**src/rtl/alu_share_arbiter.sv**
```systemverilog
// alu_share_arbiter: round-robin arbiter and sequencer that shares one
// registered AND/OR/XOR/ADD unit between two valid/ready requesters.
// Each operation runs IDLE (accept) -> EXEC (compute) -> RESP (hold until
// the consumer accepts it).
// Optional feature: define ALU_PARITY_EN to add a registered Parity output
// (XOR-reduction of Result).
module alu_share_arbiter #(
  parameter int WIDTH = 24
) (
  input  logic             Clock,
  input  logic             Reset,
  input  logic             ReqValid0,
  output logic             ReqReady0,
  input  logic [1:0]       ReqOp0,
  input  logic [WIDTH-1:0] ReqA0,
  input  logic [WIDTH-1:0] ReqB0,
  input  logic             ReqValid1,
  output logic             ReqReady1,
  input  logic [1:0]       ReqOp1,
  input  logic [WIDTH-1:0] ReqA1,
  input  logic [WIDTH-1:0] ReqB1,
  output logic             RespValid,
  input  logic             RespReady,
  output logic             RespId,
  output logic [WIDTH-1:0] Result,
  output logic             Cout,
  output logic             Zero,
  output logic             Busy
`ifdef ALU_PARITY_EN
  ,
  output logic             Parity
`endif
);

  typedef enum logic [1:0] {
    IDLE = 2'd0,
    EXEC = 2'd1,
    RESP = 2'd2
  } state_t;

  typedef enum logic [1:0] {
    OP_AND = 2'b00,
    OP_OR  = 2'b01,
    OP_XOR = 2'b10,
    OP_ADD = 2'b11
  } op_t;

  state_t           state_q, state_d;
  logic             last_grant_q, last_grant_d;
  op_t              op_q, op_d;
  logic [WIDTH-1:0] a_q, a_d;
  logic [WIDTH-1:0] b_q, b_d;
  logic             id_q, id_d;
  logic [WIDTH-1:0] result_q, result_d;
  logic             cout_q, cout_d;
  logic             zero_q, zero_d;
`ifdef ALU_PARITY_EN
  logic             parity_q, parity_d;
`endif

  logic             any_valid;
  logic             grant_id;
  logic             accept;
  logic [WIDTH-1:0] alu_res;
  logic             alu_cout;
  logic [WIDTH:0]   alu_sum;

  // Grant selection: a lone requester wins; on contention the one not served last wins.
  always_comb begin
    any_valid = ReqValid0 | ReqValid1;
    grant_id  = (ReqValid0 && ReqValid1) ? ~last_grant_q : ReqValid1;
    accept    = (state_q == IDLE) && any_valid;
    ReqReady0 = accept && !grant_id;
    ReqReady1 = accept && grant_id;
  end

  // Shared ALU datapath on the latched operands; ADD keeps the carry as bit WIDTH.
  always_comb begin
    // NOTE: every output of a combinational block gets a default first so no path leaves it unassigned and a latch is inferred.
    alu_res  = '0;
    alu_cout = 1'b0;
    alu_sum  = {1'b0, a_q} + {1'b0, b_q};
    unique case (op_q)
      OP_AND: alu_res = a_q & b_q;
      OP_OR:  alu_res = a_q | b_q;
      OP_XOR: alu_res = a_q ^ b_q;
      OP_ADD: begin
        alu_res  = alu_sum[WIDTH-1:0];
        alu_cout = alu_sum[WIDTH];
      end
    endcase
  end

  // Next-state and next-register values for the IDLE/EXEC/RESP sequencer.
  always_comb begin
    state_d      = state_q;
    last_grant_d = last_grant_q;
    op_d         = op_q;
    a_d          = a_q;
    b_d          = b_q;
    id_d         = id_q;
    result_d     = result_q;
    cout_d       = cout_q;
    zero_d       = zero_q;
`ifdef ALU_PARITY_EN
    parity_d     = parity_q;
`endif
    unique case (state_q)
      IDLE: begin
        if (accept) begin
          op_d         = grant_id ? op_t'(ReqOp1) : op_t'(ReqOp0);
          a_d          = grant_id ? ReqA1 : ReqA0;
          b_d          = grant_id ? ReqB1 : ReqB0;
          id_d         = grant_id;
          last_grant_d = grant_id;
          state_d      = EXEC;
        end
      end
      EXEC: begin
        result_d = alu_res;
        cout_d   = alu_cout;
        zero_d   = (alu_res == '0);
`ifdef ALU_PARITY_EN
        parity_d = ^alu_res;
`endif
        state_d  = RESP;
      end
      RESP: begin
        if (RespReady) begin
          state_d = IDLE;
        end
      end
      default: state_d = IDLE;
    endcase
  end

  // Sequencer state, latched request and registered result; reset aborts any operation.
  always_ff @(posedge Clock or posedge Reset) begin
    if (Reset) begin
      state_q      <= IDLE;
      last_grant_q <= 1'b1;
      op_q         <= OP_AND;
      a_q          <= '0;
      b_q          <= '0;
      id_q         <= 1'b0;
      result_q     <= '0;
      cout_q       <= 1'b0;
      zero_q       <= 1'b0;
`ifdef ALU_PARITY_EN
      parity_q     <= 1'b0;
`endif
    end else begin
      // NOTE: non-blocking assignments so every flop samples the pre-edge values of the others.
      state_q      <= state_d;
      last_grant_q <= last_grant_d;
      op_q         <= op_d;
      a_q          <= a_d;
      b_q          <= b_d;
      id_q         <= id_d;
      result_q     <= result_d;
      cout_q       <= cout_d;
      zero_q       <= zero_d;
`ifdef ALU_PARITY_EN
      parity_q     <= parity_d;
`endif
    end
  end

  // Status and result outputs are taken straight from registers.
  always_comb begin
    RespValid = (state_q == RESP);
    Busy      = (state_q != IDLE);
    RespId    = id_q;
    Result    = result_q;
    Cout      = cout_q;
    Zero      = zero_q;
`ifdef ALU_PARITY_EN
    Parity    = parity_q;
`endif
  end

endmodule
```
**config.mk**
```make
export PLATFORM = sky130hd
export DESIGN_NAME = alu_share_arbiter
export DESIGN_NICKNAME = d
export VERILOG_FILES = /design/src/rtl/alu_share_arbiter.sv
export SDC_FILE = /design/constraint.sdc
export NUM_CORES = 1
export LEC_CHECK = 0
export BUFFER_PORTS_ARGS = -buffer_cell sky130_fd_sc_hd__clkbuf_2
export CAP_MARGIN = 40
export CORE_ASPECT_RATIO = 1.2
export CORE_MARGIN = 4
export CORE_UTILIZATION = 45
export DETAILED_ROUTE_END_ITERATION = 12
export MAX_ROUTING_LAYER = met4
export PLACE_DENSITY = 0.69
export SLEW_MARGIN = 20
export SYNTH_ARGS = -nofsm -noshare
export SYNTH_HDL_FRONTEND = slang
export SYNTH_SLANG_ARGS = --single-unit
export TNS_END_PERCENT = 1
```
**constraint.sdc**
```tcl
create_clock -name Clock -period 3.5 [get_ports Clock]
set_clock_uncertainty 0.15 [all_clocks]
set_input_delay 0.525 -clock Clock [delete_from_list [all_inputs] [get_ports Clock]]
set_output_delay 0.525 -clock Clock [all_outputs]
set_load 0.05 [all_outputs]
```
==> results of run 1 <==
## repair_timing
item                                    4_1_cts  5_1_grt
hold buffers                                  1        0
hold endpoints to repair                     17        0
resized for setup                             0        6
endpoints found under the setup margin        0        1
## Yosys cell counts (3+ instances only)
library cell and n:
o21a_1 4, o21ai_1 4, a21boi_0 6, nand2b_1 6, inv_1 111, and3_1 5, a21oi_2 3, o22ai_1 7
a211oi_1 15, nor3b_1 4, o31ai_1 3, ha_1 48, o211ai_1 5, dfrtp_1 79, a221oi_1 4, nor2b_1 4
and2_1 5, nor3_1 6, o21ai_0 36, buf_2 3, nand2_1 48, nand4_1 8, o221ai_1 3, a211o_1 3
a21oi_1 25, a222oi_1 50, buf_1 3, a21o_1 13, nor2_1 28, mux2i_1 11, mux2_2 5, clkbuf_1 33
o2111ai_1 4, nand3_1 12, a31oi_1 5
## where the power goes
group          internal, mW  total, mW  switching [mW]
sequential             1.37       1.76           0.389
combinational          1.89       5.07            3.19
clock                 0.684       1.04           0.358
## sequential cells by signal (all words and copies together), names as in the netlist
register / count
Zero: 1
op_q: 2
RespId: 1
b_q: 24
state_q: 2
last_grant_q: 1
a_q: 24
Cout: 1
Result: 24
## final timing paths
check	from	to	slack, ns	depth (start not counted)
min reg2reg	Result[17]	Result[17]	0.33	2
min in group asynchronous	Reset	a_q[1]	0.52	3
max	b_q[4]	Zero	0.18	12
min	RespReady	state_q[1]	0.22	2
max in group asynchronous	Reset	op_q[1]	1.96	4
max reg2reg	b_q[4]	Zero	0.18	12
## worst max-delay path: cells and delay by family, from the launching register on
family | cells | cell delay, ns
AOI/OAI and AO/OA | 5 | 1.22
adders and majority gates | 1 | 0.29
buffers and inverters | 3 | 0.43
DFF | 1 | 0.40
and+or+nand+nor | 3 | 0.76
## metal layers
layer	global-route usage (%)	vias up	wire (µm)
met5	-	-	0
met4	9.46	0	426
met3	2.92	25	825
met2	34.3	177	7050
met1	31.3	2537	7210
li1	-	2569	-
## final cells by class
| class | count | share of cell area [%] |
|---|---|---|
| clock buffer | 14 | 4.00 |
| multi-input combinational | 404 | 44.4 |
| tap | 161 | 2.94 |
| sequential | 80 | 29.2 |
| timing repair buffer | 157 | 12.5 |
| clock inverter | 2 | 0.876 |
| inverter | 112 | 6.15 |
## cell usage in the layout (no fill, tap or decap), types with 3 or more instances in the layout
cell type / instances
nor3_1: 5
buf_4: 20
nand4_1: 8
o31ai_1: 3
clkbuf_16: 9
clkbuf_8: 3
a222oi_1: 50
a211o_1: 3
o221ai_1: 3
a21o_1: 13
o21ai_0: 36
nand2b_1: 6
o2111ai_1: 4
nand2_1: 48
a21oi_2: 4
a21boi_0: 6
nor2_1: 27
a211oi_1: 14
o21a_1: 4
inv_1: 110
mux2_2: 5
nand3_1: 12
a31oi_1: 5
and3_1: 4
and2_1: 5
o22ai_1: 7
ha_1: 48
nor3b_1: 4
o211ai_1: 5
a21oi_1: 24
mux2i_1: 11
dfrtp_1: 79
nor2b_1: 4
clkbuf_2: 135
a221oi_1: 4
## through the flow
step	instance area, µm²	hold WS [ns]
global route	6860	0.243
CTS	6830	0.212
detailed placement	6480	0.320
global placement	6460	0.313
floorplan	5570	0.349
finish	6860	0.221
## logic make-up (layout without fill, tap and decap cells)
family                   Yosys count  in the layout
buffers and inverters            151            285
AND/OR/NAND/NOR                  133            133
multiplexers                      18             18
AO/OA/AOI/OAI                    204            204
adder cells (fa/ha/maj)           49             49
flip-flops                        80             80
==> impl_metrics.toml, run 1 <==
[synthesis]
yosys-top-cells-area = "dfrtp_1, ha_1, a222oi_1, inv_1, o21ai_0"
syn-num-nets = 789
synth_simple_gate_area_share_pct = 11.3
synth_top_family_by_area = "compound AO/OA/AOI/OAI gates"
synth.avg_cell_area_um2 = 8.76
synth_area_leader_cell = "dfrtp_1"
synth.cell_area_um2 = 5570
muxShareOfSynthArea_pct = 3.66
ys_warn_count = 0
synth_compound_area_share_pct = 27.6
syn_inst = 635
synth_edf_count = 0
ys_seq_area_share_pct = 36.0
synth-seq-cells = 80
synth_cell_type_count = 56
synth_xor_area_share_pct = 0
yosysTopAreaCellShare_pct = 35.5
async_flop_share_pct = 100
ys.flop_type = "dfrtp_1"
synthAdderAreaFrac_pct = 11.2

[final_layout]
multi_input_area_um2 = 3040
drive_gt1_share_pct = 25.4
regArea_um2 = 2000
finish.utilization_pct = 56.6
fin_cells = 930
num-nets-final = 918
fillers = 1160
antenna_cells = 0
syn2layout_area_growth_pct = 23.2

[clocking]
clkLatencyLatePin_ns = 0.34
cts_tree = "done"
clock_path_buffers = 2
post-cts-setup-buffers = 0
cts.htree.levels = 3
cts_sinks = 80
cts_made_buffers = 9
clkSlewWorstSetupHoldPaths_ns = 0.06
cts-root-buf = "clkbuf_16"

[power]
peakVddDrop_v = 0.000448
power.leakage_nw = 3.59
p_total_mw = 7.88
p_per_area_nw_per_um2 = 1150

[sta]
fin_crit_sh_pct = 94.8
period_minus_slack_ns = 3.32
timing.fmax_ghz = 0.301
finalSetupTns_ns = 0
worst_slew_pin_slew_ns = 0.692
relSlewSlack_pct = 53.9
setup_viol = 0
post-route-worst-setup-slack_ns = 0.181
hold_viol = 0
slew_violations = 0
rsz0062_at_grt = "false"

[route]
drc_errors = 0
drtIter0Drc = 430
wl_per_cell_um = 16.7
dr.pass1.iters = 7
drt_wl_total_um = 15500
num_vias = 5308
avgViaCountPerCell = 5.71
ant_nets = 0

[flow_run]
drv_cap = 0

[global_route]
grt_max_degree = 54
grt_pass1_wl_um = 25100
track_usage_pct = 22.9
grt_pass1_vias = 5058
overflow = 0
antenna_found_initial = 0

[floorplan]
die-width_um = 110
pin_count = 136
dieArea_um2 = 14200
placementRows = 44
die_y_um = 130
core-area_um2 = 12100
start_util_pct = 46.0

[placed_design]
post-place-ws_ns = 0.155
place_inst = 913
numPortBuffers = 135
routabilityCongestion = 0.936
dp_hpwl_um = 12100

[critical_path]
cp_common_cell = "buf_4"
crit_chain = "inv_1 > ha_1 > a21o_1 > a31oi_1 > a21oi_2 > buf_4 > nand2b_1 > a211oi_1 > buf_4 > nand4_1 > or4_1 > o21ai_1"
arrival_ns = 3.43
crit_path_end_kind = "flop"
required_ns = 3.61
path_class = "flop to flop"
critPathMaxFanout = 4
cp_slowest_stage_delay_ns = 0.53
startpoint_type = "flop"
critPathSlowestCell = "or4_1"

[worst_hold_path]
hp-class = "input pin to flop"

[run_status]
status = "finished clean"
Power figures use the tool's default switching activity.
==> run 2: changes to the inputs <==
--- a/config.mk
+++ b/config.mk
@@ -5,7 +5,7 @@
 export SDC_FILE = /design/constraint.sdc
 export NUM_CORES = 1
 export LEC_CHECK = 0
-export BUFFER_PORTS_ARGS = -buffer_cell sky130_fd_sc_hd__clkbuf_2
+export BUFFER_PORTS_ARGS = -buffer_cell sky130_fd_sc_hd__buf_4
 export CAP_MARGIN = 40
 export CORE_ASPECT_RATIO = 1.2
 export CORE_MARGIN = 4
==> run 2 against run 1 <==
Via count up 1.1%; wire length up 1.5%; maximum frequency down 1.5%; clock power down 17%; non-clock buffer count up 2; total power down 0.76%; worst hold slack worse by 0.19 ns; first-iteration DRC count down 4.9%; final area up 4.2%; combinational power up 2%; largest cell class unchanged; largest power group unchanged; highest routed layer unchanged.
==> impl_metrics.toml, run 2 (synthesis results as in run 1) <==
[floorplan]
placementRows = 44
pin_count = 136
die_y_um = 130
dieArea_um2 = 14200
core-area_um2 = 12100
die-width_um = 110
start_util_pct = 46.0

[final_layout]
antenna_cells = 0
syn2layout_area_growth_pct = 28.4
drive_gt1_share_pct = 25.4
final_cell_mix = "buf_4, inv_1, dfrtp_1"
finalInstanceArea_um2 = 7150
finish.utilization_pct = 59.0
num-nets-final = 920
layout_commonest_cell = "buf_4"
fillers = 1119

[clocking]
clock_path_buffers = 2
cts_tree = "done"
cts_made_buffers = 9
clkLatencyLatePin_ns = 0.35
cts.htree.levels = 3
cts_sinks = 80
clkSlewWorstSetupHoldPaths_ns = 0.06
cts-root-buf = "clkbuf_16"

[route]
dr.pass1.iters = 8
ant_nets = 0
drc_errors = 0
drtIter0Drc = 409
avgViaCountPerCell = 5.76
wl_per_cell_um = 16.9
num_vias = 5369
drt_wl_total_um = 15700

[power]
power.leakage_nw = 3.67
p_per_area_nw_per_um2 = 1090
p_total_mw = 7.82
peakVddDrop_v = 0.000418

[critical_path]
path_class = "flop to flop"
r2r_slack_ns = 0.13
required_ns = 3.62
rr_endpoint = "Zero"
rr_startpoint = "a_q[0]"
critPathMaxFanout = 4
crit_path_end_kind = "flop"
reg2reg_depth = 12
startpoint_type = "flop"
arrival_ns = 3.49

[sta]
relSlewSlack_pct = 46.6
timing.fmax_ghz = 0.297
post-route-worst-setup-slack_ns = 0.131
worst_slew_pin_slew_ns = 0.800
hold_slack_ns = 0.0319
setup_viol = 0
period_minus_slack_ns = 3.37
fin_crit_sh_pct = 96.3
slew_violations = 0
hold_viol = 0

[global_route]
track_usage_pct = 23.1
grt_max_degree = 54
overflow = 0
grt_pass1_wl_um = 25400
grt_pass1_vias = 5134
antenna_found_initial = 0

[worst_hold_path]
hp-class = "input pin to async pin"

[placed_design]
routabilityCongestion = 0.931
numPortBuffers = 135
dp_hpwl_um = 12400
placed_area_um2 = 6840
post-place-ws_ns = 0.120

[flow_run]
drv_cap = 0

[run_status]
status = "finished clean"
-- run 2: cell types whose count changed in the layout (fill, tap and decap cells not counted), moves of 2 or more --
cell / change
clkinv_2: +3
clkbuf_2: -135
buf_4: +137
bufinv_16: -2
clkbuf_8: -2
-- run 2: layout make-up --
| cell class | count | area, µm² | area share [%] |
|---|---|---|---|
| multi-input combinational | 404 | 3030 | 42.4 |
| sequential | 80 | 2000 | 28.0 |
| timing repair buffer | 159 | 1220 | 17.0 |
| inverter | 112 | 422 | 5.90 |
| clock buffer | 12 | 246 | 3.45 |
| tap | 161 | 201 | 2.82 |
| clock inverter | 4 | 22.5 | 0.315 |
-- run 2: worst max path at each step --
stage	from	slack [ns]	endpoint
6_report	a_q[0]	0.13	Zero
5_1_grt	a_q[0]	-0.02	Zero
4_1_cts	a_q[0]	0.1	Zero
3_5_place_dp	a_q[0]	0.12	Zero
3_3_place_gp	a_q[0]	0.21	Zero
2_1_floorplan	a_q[0]	0.39	Zero
-- run 2: per-layer routing --
layer / global-route usage, % / routed length [µm]
met3: 2.28 / 899
met1: 32.1 / 7170
met4: 10.4 / 522
met2: 34.2 / 7150
met5: - / 0
-- run 2: per-stage QoR --
stage | TNS, ns | std cells
2_1_floorplan | 0 | 635
3_3_place_gp | 0 | 912
3_5_place_dp | 0 | 914
4_1_cts | 0 | 930
5_1_grt | -0.0220 | 932
6_report | 0 | 932
-- run 2: timing repair --
action	in CTS	in global routing
hold buffers	0	0
buffers inserted	0	2
endpoints found under the setup margin	0	1
hold endpoints to repair	0	0
gates resized for setup	0	4
-- run 2: where the power goes --
part	switching (mW)	total [mW]	internal (mW)
Sequential	0.398	1.77	1.37
Clock	0.363	0.859	0.496
Combinational	3.17	5.19	2.01
Total	3.93	7.82	3.88
-- run 2: worst max-delay path, cell delays in order (launching register included) --
cell and delay [ns]:
dfrtp_1 0.37, ha_2 0.20, inv_1 0.05, fa_1 0.38
and2b_1 0.27, o2111ai_4 0.16, a211oi_2 0.33, o31ai_2 0.16
mux2_4 0.32, a21oi_2 0.15, nand4_1 0.10, or4_1 0.51
o21ai_1 0.14
==> run 3: changes to the inputs <==
--- a/config.mk
+++ b/config.mk
@@ -8,7 +8,7 @@
 export BUFFER_PORTS_ARGS = -buffer_cell sky130_fd_sc_hd__buf_4
 export CAP_MARGIN = 40
 export CORE_ASPECT_RATIO = 1.2
-export CORE_MARGIN = 4
+export CORE_MARGIN = 3
 export CORE_UTILIZATION = 45
 export DETAILED_ROUTE_END_ITERATION = 12
 export MAX_ROUTING_LAYER = met4
==> run 3 against run 2 <==
Register-to-register slack better by 0.03 ns; via count decreased by 1.0%; combinational power rose by 3%; worst hold slack worse by 0.0069 ns; total power increased by 3.9%; maximum frequency increased by 0.91%; critical endpoint unchanged; sequential share of layout area decreased by 0.32 points.
==> impl_metrics.toml, run 3 (synthesis results as in run 1) <==
[floorplan]
placementRows = 43
dieArea_um2 = 13700
core-area_um2 = 11800
die_y_um = 128
start_util_pct = 47.0
die-width_um = 108
pin_count = 136

[critical_path]
crit_chain = "ha_2 > inv_1 > fa_1 > and2b_2 > o2111ai_4 > a211oi_4 > o31ai_4 > mux2_4 > a21oi_2 > nand4_1 > or4_1 > o21ai_1"
crit_path_end_kind = "flop"
critPathLaunch = "b_q[0]"
r2r_slack_ns = 0.16
rr_endpoint = "Zero"
path_class = "flop to flop"
required_ns = 3.61
cp_slowest_stage_delay_ns = 0.51
arrival_ns = 3.45
rr_startpoint = "b_q[0]"
startpoint_type = "flop"
reg2reg_depth = 12
critPathSlowestCell = "or4_1"
critPathMaxFanout = 4

[clocking]
cts_tree = "done"
cts.htree.levels = 3
clock_path_buffers = 2
cts_made_buffers = 9
clkSlewWorstSetupHoldPaths_ns = 0.06
cts_sinks = 80
clkLatencyLatePin_ns = 0.34
cts-root-buf = "clkbuf_16"

[sta]
period_minus_slack_ns = 3.34
worst_slew_pin_slew_ns = 0.788
fin_crit_sh_pct = 95.4
slew_violations = 0
relSlewSlack_pct = 47.3
rsz0062_at_grt = "false"
timing.fmax_ghz = 0.300
hold_viol = 0
setup_viol = 0
finalSetupTns_ns = 0

[worst_hold_path]
hp-class = "input pin to async pin"

[placed_design]
dp_hpwl_um = 12800
place_inst = 911
numPortBuffers = 135
routabilityCongestion = 0.931

[final_layout]
num-nets-final = 920
syn2layout_area_growth_pct = 29.9
final_cell_mix = "buf_4, inv_1, dfrtp_1"
drive_gt1_share_pct = 25.7
antenna_cells = 0
layout_commonest_cell = "buf_4"
fin_cells = 928

[route]
drtIter0Drc = 488
drc_errors = 0
avgViaCountPerCell = 5.73
ant_nets = 0
drt_wl_total_um = 16300
wl_per_cell_um = 17.6
dr.pass1.iters = 5
num_vias = 5314

[global_route]
track_usage_pct = 25.1
grt_max_degree = 48
antenna_found_initial = 0
grt_pass1_wl_um = 26500
grt_pass1_vias = 5133
overflow = 0

[power]
p_per_area_nw_per_um2 = 1120
power.leakage_nw = 3.70
peakVddDrop_v = 0.000518

[run_status]
status = "finished clean"

[flow_run]
drv_cap = 0
## run 3: how the worst max path moves through the flow
stage | endpoint | slack (ns) | cells after the start
after global routing | Zero | 0.02 | 12
after floorplan | Zero | 0.39 | 12
after CTS | Zero | 0.06 | 12
final | Zero | 0.16 | 12
after detailed placement | Zero | 0.02 | 12
after global placement | Zero | 0.19 | 12
## run 3: per-stage QoR
step                      setup WS (ns)  power, mW  cell area, µm²  util [%]  hold slack, ns
after global placement            0.193       6.82            6810      57.5           0.313
after floorplan                   0.389       5.37            5570         -           0.349
after detailed placement         0.0199       6.93            6830      57.7           0.321
after global routing             0.0186       8.78            7230      61.1          0.0521
final                             0.161       8.12            7230      61.1          0.0250
after CTS                        0.0644       8.03            7180      60.6          0.0257
## run 3: per-layer routing
layer	global-route usage, %	routed length, µm	up-vias
met5	-	0	-
li1	-	-	2586
met1	36.2	7870	2529
met3	2.97	868	14
met2	37.2	7360	185
met4	7.50	207	0
## run 3: power breakdown
group	internal, mW	switching, mW	total [mW]
clock	0.717	0.349	1.07
combinational	2.03	3.28	5.32
sequential	1.37	0.363	1.74
total	4.12	4.00	8.12
## run 3: timing repair
action / 4_1_cts / 5_1_grt
setup endpoints to repair: 1 / 1
hold buffers: 0 / 0
setup buffers: 0 / 1
endpoints found under the hold margin: 0 / 0
pin swaps: 0 / 4
resized for setup: 1 / 8
## run 3: final cells by class
type,instances,area (µm²)
tap,157,196
clock buffer,13,250
clock inverter,3,90.1
fill,1048,4610
timing repair buffer,159,1210
sequential,80,2000
multi-input combinational,404,3060
inverter,112,422
## run 3: worst max-delay path: cells and delay by family (launching register included)
family / cells / cell delay (ns)
buffers and inverters: 1 / 0.06
adder cells (fa/ha/maj): 2 / 0.61
flip-flops: 1 / 0.37
AO/OA/AOI/OAI: 5 / 0.90
multiplexers: 1 / 0.31
AND/OR/NAND/NOR: 3 / 0.85
